## src/rtl/wave_sequencer.sv

```systemverilog
// wave_sequencer
//   Steps through NCH waveform ROM channels, each with its own runtime last
//   address, and drives a single registered sample bus plus a framing
//   trigger. The sequencer advances only on sysclk edges with tick=1.
//
// Ports
//   sysclk      in   system clock, rising edge
//   reset       in   asynchronous active-low reset
//   tick        in   sample strobe
//   run         in   1 = sequence, 0 = idle
//   mode        in   0 manual, 1 auto-cycle, 2 one-shot, 3 manual
//   sel         in   channel for manual mode and at start (>= NCH means 0)
//   ch_en       in   per-channel output gate (disabled channel plays zeros)
//   latch_en    in   channels eligible for auto / one-shot advance
//   ch_len      in   last address per channel, channel i at [i*AW+:AW]
//   rom_data    in   combinational ROM words, channel i at [i*DW+:DW]
//   rom_addr    out  shared ROM address
//   cur_ch      out  channel currently playing
//   data_out    out  registered sample
//   data_valid  out  one-cycle pulse when data_out updates
//   frame_cnt   out  frame position 0..FRAME-1
//   frame_trig  out  one-cycle pulse when frame_cnt is loaded with TRIG_PHASE
//   seq_done    out  one-cycle pulse at one-shot completion
//   busy        out  high while in RUN
module wave_sequencer #(
  parameter int NCH        = 4,
  parameter int DW         = 8,
  parameter int AW         = 8,
  parameter int FRAME      = 13,
  parameter int TRIG_PHASE = 1,
  localparam int CW        = (NCH > 1) ? $clog2(NCH) : 1,
  localparam int FW        = (FRAME > 1) ? $clog2(FRAME) : 1
) (
  input  logic              sysclk,
  input  logic              reset,
  input  logic              tick,
  input  logic              run,
  input  logic [1:0]        mode,
  input  logic [CW-1:0]     sel,
  input  logic [NCH-1:0]    ch_en,
  input  logic [NCH-1:0]    latch_en,
  input  logic [NCH*AW-1:0] ch_len,
  input  logic [NCH*DW-1:0] rom_data,
  output logic [AW-1:0]     rom_addr,
  output logic [CW-1:0]     cur_ch,
  output logic [DW-1:0]     data_out,
  output logic              data_valid,
  output logic [FW-1:0]     frame_cnt,
  output logic              frame_trig,
  output logic              seq_done,
  output logic              busy
);

  typedef enum logic [1:0] {
    ST_IDLE = 2'd0,
    ST_RUN  = 2'd1,
    ST_DONE = 2'd2
  } state_t;

  localparam logic [FW-1:0] FRAME_LAST = FW'(FRAME - 1);
  localparam logic [FW-1:0] TRIG_VAL   = FW'(TRIG_PHASE);

  state_t        state_r;
  state_t        state_nxt_s;

  logic [AW-1:0] rom_addr_r;
  logic [CW-1:0] cur_ch_r;
  logic [DW-1:0] data_out_r;
  logic [FW-1:0] frame_cnt_r;
  logic          data_valid_r;
  logic          frame_trig_r;
  logic          seq_done_r;
  logic          busy_r;

  logic [DW-1:0] rom_word_s [NCH];
  logic [AW-1:0] len_word_s [NCH];
  logic [CW-1:0] sel_eff_s;
  logic          at_bound_s;
  logic [DW-1:0] sample_s;
  logic [FW-1:0] frame_nxt_s;
  logic [CW:0]   auto_hit_s;
  logic [CW:0]   above_hit_s;
  logic [CW-1:0] next_ch_s;
  logic          finish_s;

  // Round-robin search: first channel after cur (wrapping, cur excluded)
  // with its mask bit set. Returns {found, index}. Scanning from the far end
  // lets the nearest candidate overwrite the result last.
  function automatic logic [CW:0] find_auto(input logic [CW-1:0] cur,
                                            input logic [NCH-1:0] mask);
    logic [CW:0]   res;
    logic [CW-1:0] idx_l;
    res = {(CW+1){1'b0}};
    for (int k = NCH - 1; k >= 1; k--) begin
      idx_l = CW'((32'(cur) + 32'(k)) % 32'(NCH));
      if (mask[idx_l]) begin
        res = {1'b1, idx_l};
      end
    end
    return res;
  endfunction

  // Ascending search: first channel strictly above cur with its mask bit set.
  function automatic logic [CW:0] find_above(input logic [CW-1:0] cur,
                                             input logic [NCH-1:0] mask);
    logic [CW:0] res;
    res = {(CW+1){1'b0}};
    for (int k = NCH - 1; k >= 0; k--) begin
      if ((32'(k) > 32'(cur)) && mask[CW'(k)]) begin
        res = {1'b1, CW'(k)};
      end
    end
    return res;
  endfunction

  for (genvar g = 0; g < NCH; g++) begin : g_unpack
    assign rom_word_s[g] = rom_data[g*DW +: DW];
    assign len_word_s[g] = ch_len[g*AW +: AW];
  end

  assign sel_eff_s   = (32'(sel) < 32'(NCH)) ? sel : {CW{1'b0}};
  // ch_len is read live, so a length shrunk below rom_addr only matches
  // again after the address wraps modulo 2^AW.
  assign at_bound_s  = (rom_addr_r == len_word_s[cur_ch_r]);
  assign sample_s    = ch_en[cur_ch_r] ? rom_word_s[cur_ch_r] : {DW{1'b0}};
  assign frame_nxt_s = (frame_cnt_r == FRAME_LAST) ? {FW{1'b0}} : frame_cnt_r + FW'(1);
  assign auto_hit_s  = find_auto(cur_ch_r, latch_en);
  assign above_hit_s = find_above(cur_ch_r, latch_en);

  // Channel selected at a boundary; finish_s flags a one-shot boundary with
  // no further eligible channel.
  always_comb begin
    next_ch_s = cur_ch_r;
    finish_s  = 1'b0;
    case (mode)
      2'd1: begin
        if (auto_hit_s[CW]) begin
          next_ch_s = auto_hit_s[CW-1:0];
        end else begin
          next_ch_s = cur_ch_r;
        end
      end
      2'd2: begin
        if (above_hit_s[CW]) begin
          next_ch_s = above_hit_s[CW-1:0];
        end else begin
          next_ch_s = cur_ch_r;
          finish_s  = at_bound_s;
        end
      end
      default: next_ch_s = sel_eff_s;
    endcase
  end

  // Next-state logic.
  always_comb begin
    state_nxt_s = state_r;
    case (state_r)
      ST_IDLE: begin
        if (run) begin
          state_nxt_s = ST_RUN;
        end else begin
          state_nxt_s = ST_IDLE;
        end
      end
      ST_RUN: begin
        if (!run) begin
          state_nxt_s = ST_IDLE;
        end else if (tick && finish_s) begin
          state_nxt_s = ST_DONE;
        end else begin
          state_nxt_s = ST_RUN;
        end
      end
      ST_DONE: begin
        if (!run) begin
          state_nxt_s = ST_IDLE;
        end else begin
          state_nxt_s = ST_DONE;
        end
      end
      default: state_nxt_s = ST_IDLE;
    endcase
  end

  // State register.
  always_ff @(posedge sysclk or negedge reset) begin
    if (!reset) begin
      state_r <= ST_IDLE;
    end else begin
      state_r <= state_nxt_s;
    end
  end

  // Address, channel, sample, frame and pulse registers.
  always_ff @(posedge sysclk or negedge reset) begin
    if (!reset) begin
      rom_addr_r   <= {AW{1'b0}};
      cur_ch_r     <= {CW{1'b0}};
      data_out_r   <= {DW{1'b0}};
      frame_cnt_r  <= {FW{1'b0}};
      data_valid_r <= 1'b0;
      frame_trig_r <= 1'b0;
      seq_done_r   <= 1'b0;
      busy_r       <= 1'b0;
    end else begin
      busy_r       <= (state_nxt_s == ST_RUN);
      data_valid_r <= 1'b0;
      frame_trig_r <= 1'b0;
      seq_done_r   <= 1'b0;
      case (state_r)
        ST_RUN: begin
          if (!run) begin
            // Leaving for IDLE; any in-flight sample is dropped.
            rom_addr_r  <= {AW{1'b0}};
            cur_ch_r    <= sel_eff_s;
            data_out_r  <= {DW{1'b0}};
            frame_cnt_r <= {FW{1'b0}};
          end else if (tick && finish_s) begin
            rom_addr_r  <= {AW{1'b0}};
            cur_ch_r    <= {CW{1'b0}};
            data_out_r  <= {DW{1'b0}};
            frame_cnt_r <= {FW{1'b0}};
            seq_done_r  <= 1'b1;
          end else if (tick) begin
            data_out_r   <= sample_s;
            data_valid_r <= 1'b1;
            frame_cnt_r  <= frame_nxt_s;
            frame_trig_r <= (frame_nxt_s == TRIG_VAL);
            if (at_bound_s) begin
              rom_addr_r <= {AW{1'b0}};
              cur_ch_r   <= next_ch_s;
            end else begin
              rom_addr_r <= rom_addr_r + AW'(1);
            end
          end else begin
            // No strobe: everything holds.
          end
        end
        ST_DONE: begin
          rom_addr_r  <= {AW{1'b0}};
          cur_ch_r    <= {CW{1'b0}};
          data_out_r  <= {DW{1'b0}};
          frame_cnt_r <= {FW{1'b0}};
        end
        default: begin
          // IDLE: parked at address 0 with sel preloaded; a tick on the
          // entry edge into RUN is deliberately ignored.
          rom_addr_r  <= {AW{1'b0}};
          cur_ch_r    <= sel_eff_s;
          data_out_r  <= {DW{1'b0}};
          frame_cnt_r <= {FW{1'b0}};
        end
      endcase
    end
  end

  assign rom_addr   = rom_addr_r;
  assign cur_ch     = cur_ch_r;
  assign data_out   = data_out_r;
  assign data_valid = data_valid_r;
  assign frame_cnt  = frame_cnt_r;
  assign frame_trig = frame_trig_r;
  assign seq_done   = seq_done_r;
  assign busy       = busy_r;

endmodule

```

## config.mk

```make
export PLATFORM = sky130hd
export DESIGN_NAME = wave_sequencer
export DESIGN_NICKNAME = d
export VERILOG_FILES = /design/src/rtl/wave_sequencer.sv
export SDC_FILE = /design/constraint.sdc
export NUM_CORES = 1
export LEC_CHECK = 0
export CAP_MARGIN = 20
export CELL_PAD_IN_SITES_DETAIL_PLACEMENT = 1
export CELL_PAD_IN_SITES_GLOBAL_PLACEMENT = 1
export CORE_AREA = 2 2 106 82
export DETAILED_ROUTE_END_ITERATION = 7
export DIE_AREA = 0 0 108 84
export PLACE_DENSITY_LB_ADDON = 0.08
export SYNTH_ARGS = -nofsm -noshare
export SYNTH_HDL_FRONTEND = slang
export SYNTH_SLANG_ARGS = --single-unit
```

## constraint.sdc

```tcl
create_clock -name sysclk -period 2.4 [get_ports sysclk]
set_input_delay 0.48 -clock sysclk [delete_from_list [all_inputs] [get_ports sysclk]]
set_output_delay 0.48 -clock sysclk [all_outputs]
set_load 0.02 [all_outputs]
```

==> impl_metrics.yaml <==
clocking:
  cts_tree: "yes"
  cts_max_path_buffers: 2
  holdBufCountCts: 0
  cts.clk_slew.worst_paths_ns: 0.10
  root_buffer: "clkbuf_8"
  htree_levels: 1
  numCtsBuffers: 3
  cts.sinks: 28
  insertion_delay_ns: 0.28
place:
  place_inst: 428
  gp_congestion: 0.772
  dpl.hpwl_um: 5950
  io_buffers: 105
grt:
  grt_overflow: 0
  use_met2_pct: 27.0
  grt_pass1_wl_um: 12100
  grt_pass1_vias: 2322
  track_usage_pct: 16.8
  met3_usage_pct: 1.95
  antenna_found_initial: 0
  grtUsageMet1_pct: 25.1
  top_usage_layer: "met2"
  grt_max_degree: 29
setup_path:
  crit_arrival_ns: 2.58
  worst-setup-path-type: "reg2reg"
  crit_path_start_kind: "register"
  crit_fanout: 7
  required_ns: 2.58
  end_kind: "register"
run:
  max-cap-violations: 0
status:
  status: "complete, no violations"
synthesis:
  synth.avg_cell_area_um2: 10.8
  ys.flop_type: "dfrtp_1"
  async_flop_share_pct: 100
  netlist_instances: 195
  syn-cell-area_mm2: 0.00211
  synth_seq_area_share_pct: 33.2
  synth_nets: 285
  yosysUniqueCellTypes: 40
  synth-seq-cells: 28
  synth-edff-count: 0
  ys_warn_count: 0
floorplanning:
  ioPinCount: 106
  coreArea_mm2: 0.00816
  die-area_mm2: 0.00907
  die-height_um: 84
  die_w_um: 108
  initial_utilization_pct: 25.8
  num_rows: 29
timing:
  slew_headroom_pct: 71.7
  hold_ws_ns: 0.499
  finalSetupViolCount: 0
  fmax_mhz: 417
  clock_skew_ns: 0.00215
  hold_viol_final: 0
  rsz0062_at_grt: "true"
  worstMarginPinSlew_ns: 0.420
  fin_crit_ns: 2.40
  final-max-slew-violation-count: 0
  period_share_pct: 100
  fin_setup_tns_ns: 0
power:
  total_power_w: 0.00161
  p_leak_nw: 1.54
  max-vdd-ir-drop_mv: 0.210
  power.density_mw_per_mm2: 433
detailed_routing:
  post-route-drc-count: 0
  ant_nets: 0
  wl_per_cell_um: 17.5
  drt-initial-drc-count: 63
  viasPerCell: 4.84
  routed_wl_um: 7720
  vias: 2138
  drt-pass1-iter-count: 4
final_layout:
  antenna_cells: 0
  fillCellCount: 913
  multiInputGateArea_mm2: 0.00140
  nNetsFinal: 425
  layout_common_cells: "105 x clkdlybuf4s50_1, 34 x buf_4, 26 x dfrtp_1"
  fin_cells: 442
  final_common_cell: "clkdlybuf4s50_1"
  drive_gt1_share_pct: 24.0
  ff_latch_area_um2: 703
  area_growth_pct: 76.0
worst_hold_path:
  hold_path.class: "reg2reg"
[path summary, 6_finish.rpt]
check                                             start                 endpoint  slack (ns)  depth (start not counted)
worst max register to register    cur_ch[0]$_DFFE_PN0P_  data_out[3]$_DFFE_PN0P_       0.001                          8
worst min register to register  data_out[5]$_DFFE_PN0P_  data_out[5]$_DFFE_PN0P_        0.50                          1
worst min-delay path            data_out[5]$_DFFE_PN0P_  data_out[5]$_DFFE_PN0P_        0.50                          1
min in group asynchronous                         reset     frame_trig$_DFF_PN0_        0.58                          2
worst max-delay path              cur_ch[0]$_DFFE_PN0P_  data_out[3]$_DFFE_PN0P_       0.001                          8
max in group asynchronous                         reset    cur_ch[0]$_DFFE_PN0P_        1.52                          2
[state kept, by name, summed over array words and instances (netlist names)]
register    flops
seq_done        1
state_r         2
cur_ch          2
frame_trig      1
data_valid      1
data_out        8
busy            1
rom_addr        8
frame_cnt       4
[repair_timing]
item                                    CTS  global route
endpoints found under the setup margin   22            23
buffers inserted                          7             2
pin swaps                                 0            12
resized for setup                         0            20
cloned                                    0             1
[area by class of cell]
cell class,count,area share [%]
timing repair buffer,143,36.6
tap,108,3.64
inverter,12,1.21
clock inverter,1,0.809
clock buffer,3,1.11
sequential,28,18.9
multi-input combinational,147,37.6
[synthesized netlist by cell type (2+ instances only)]
cell | count | area, um2
inv_1 | 12 | 45.0
nand2b_1 | 3 | 18.8
o21ai_0 | 12 | 60.1
a211oi_1 | 2 | 15.0
o211ai_1 | 2 | 15.0
and2_1 | 5 | 31.3
and3_1 | 5 | 31.3
xnor2_1 | 8 | 70.1
mux2_2 | 3 | 33.8
nand2_1 | 14 | 52.6
dfrtp_1 | 28 | 701
a21oi_1 | 12 | 60.1
ha_1 | 10 | 125
nor2b_1 | 5 | 31.3
mux4_1 | 2 | 52.6
nor2_1 | 4 | 15.0
o41ai_1 | 2 | 17.5
buf_6 | 2 | 22.5
nor3_1 | 3 | 15.0
a22o_1 | 4 | 35.0
nand4_1 | 2 | 12.5
mux4_2 | 15 | 338
clkbuf_1 | 5 | 18.8
a32o_1 | 8 | 80.1
mux2i_1 | 2 | 20.0
xor2_1 | 3 | 26.3
buf_2 | 2 | 10.0
nand3_1 | 8 | 40.0
[stage by stage]
step / area (um2) / setup WS, ns / utilization, %
finish: 3710 / 0.00111 / 45.5
global route: 3710 / -0.0650 / 45.5
CTS: 3590 / 0.0138 / 43.9
detailed placement: 3460 / -0.261 / 42.4
global placement: 3460 / -0.272 / 42.4
floorplan: 2110 / 0.0265 / -
[kinds of logic after synthesis]
family,after synthesis,share of synthesized area (%)
compound gates,51,17.6
xor+xnor,11,4.57
fa+ha+maj,10,5.93
buf+inv,21,4.57
flops,28,33.2
mux,22,21.1
simple gates,52,13.1
[power breakdown]
part | leakage (nW) | internal [W] | switching (W)
clock | 0.0357 | 0.000224 | 0.000158
sequential | 0.379 | 0.000489 | 0.0000230
combinational | 1.12 | 0.000427 | 0.000289
[metal layers]
| layer | share of wire [%] | vias to the layer above | routed length [um] |
|---|---|---|---|
| met5 | 0 | - | 0 |
| met2 | 49 | 35 | 3750 |
| met3 | 2.3 | 2 | 179 |
| met4 | 0.36 | 0 | 28 |
| met1 | 49 | 1071 | 3760 |
| li1 | - | 1030 | - |
[worst max-delay path: stages, from the launching register on]
cell and delay, ns:
dfrtp_2 0.44, buf_12 0.14, buf_4 0.12, mux4_2 0.44, xnor2_2 0.18, nand4_1 0.12
buf_6 0.16, o311a_2 0.45, a32o_1 0.24
Note: power is estimated with default switching activity, not from simulation.
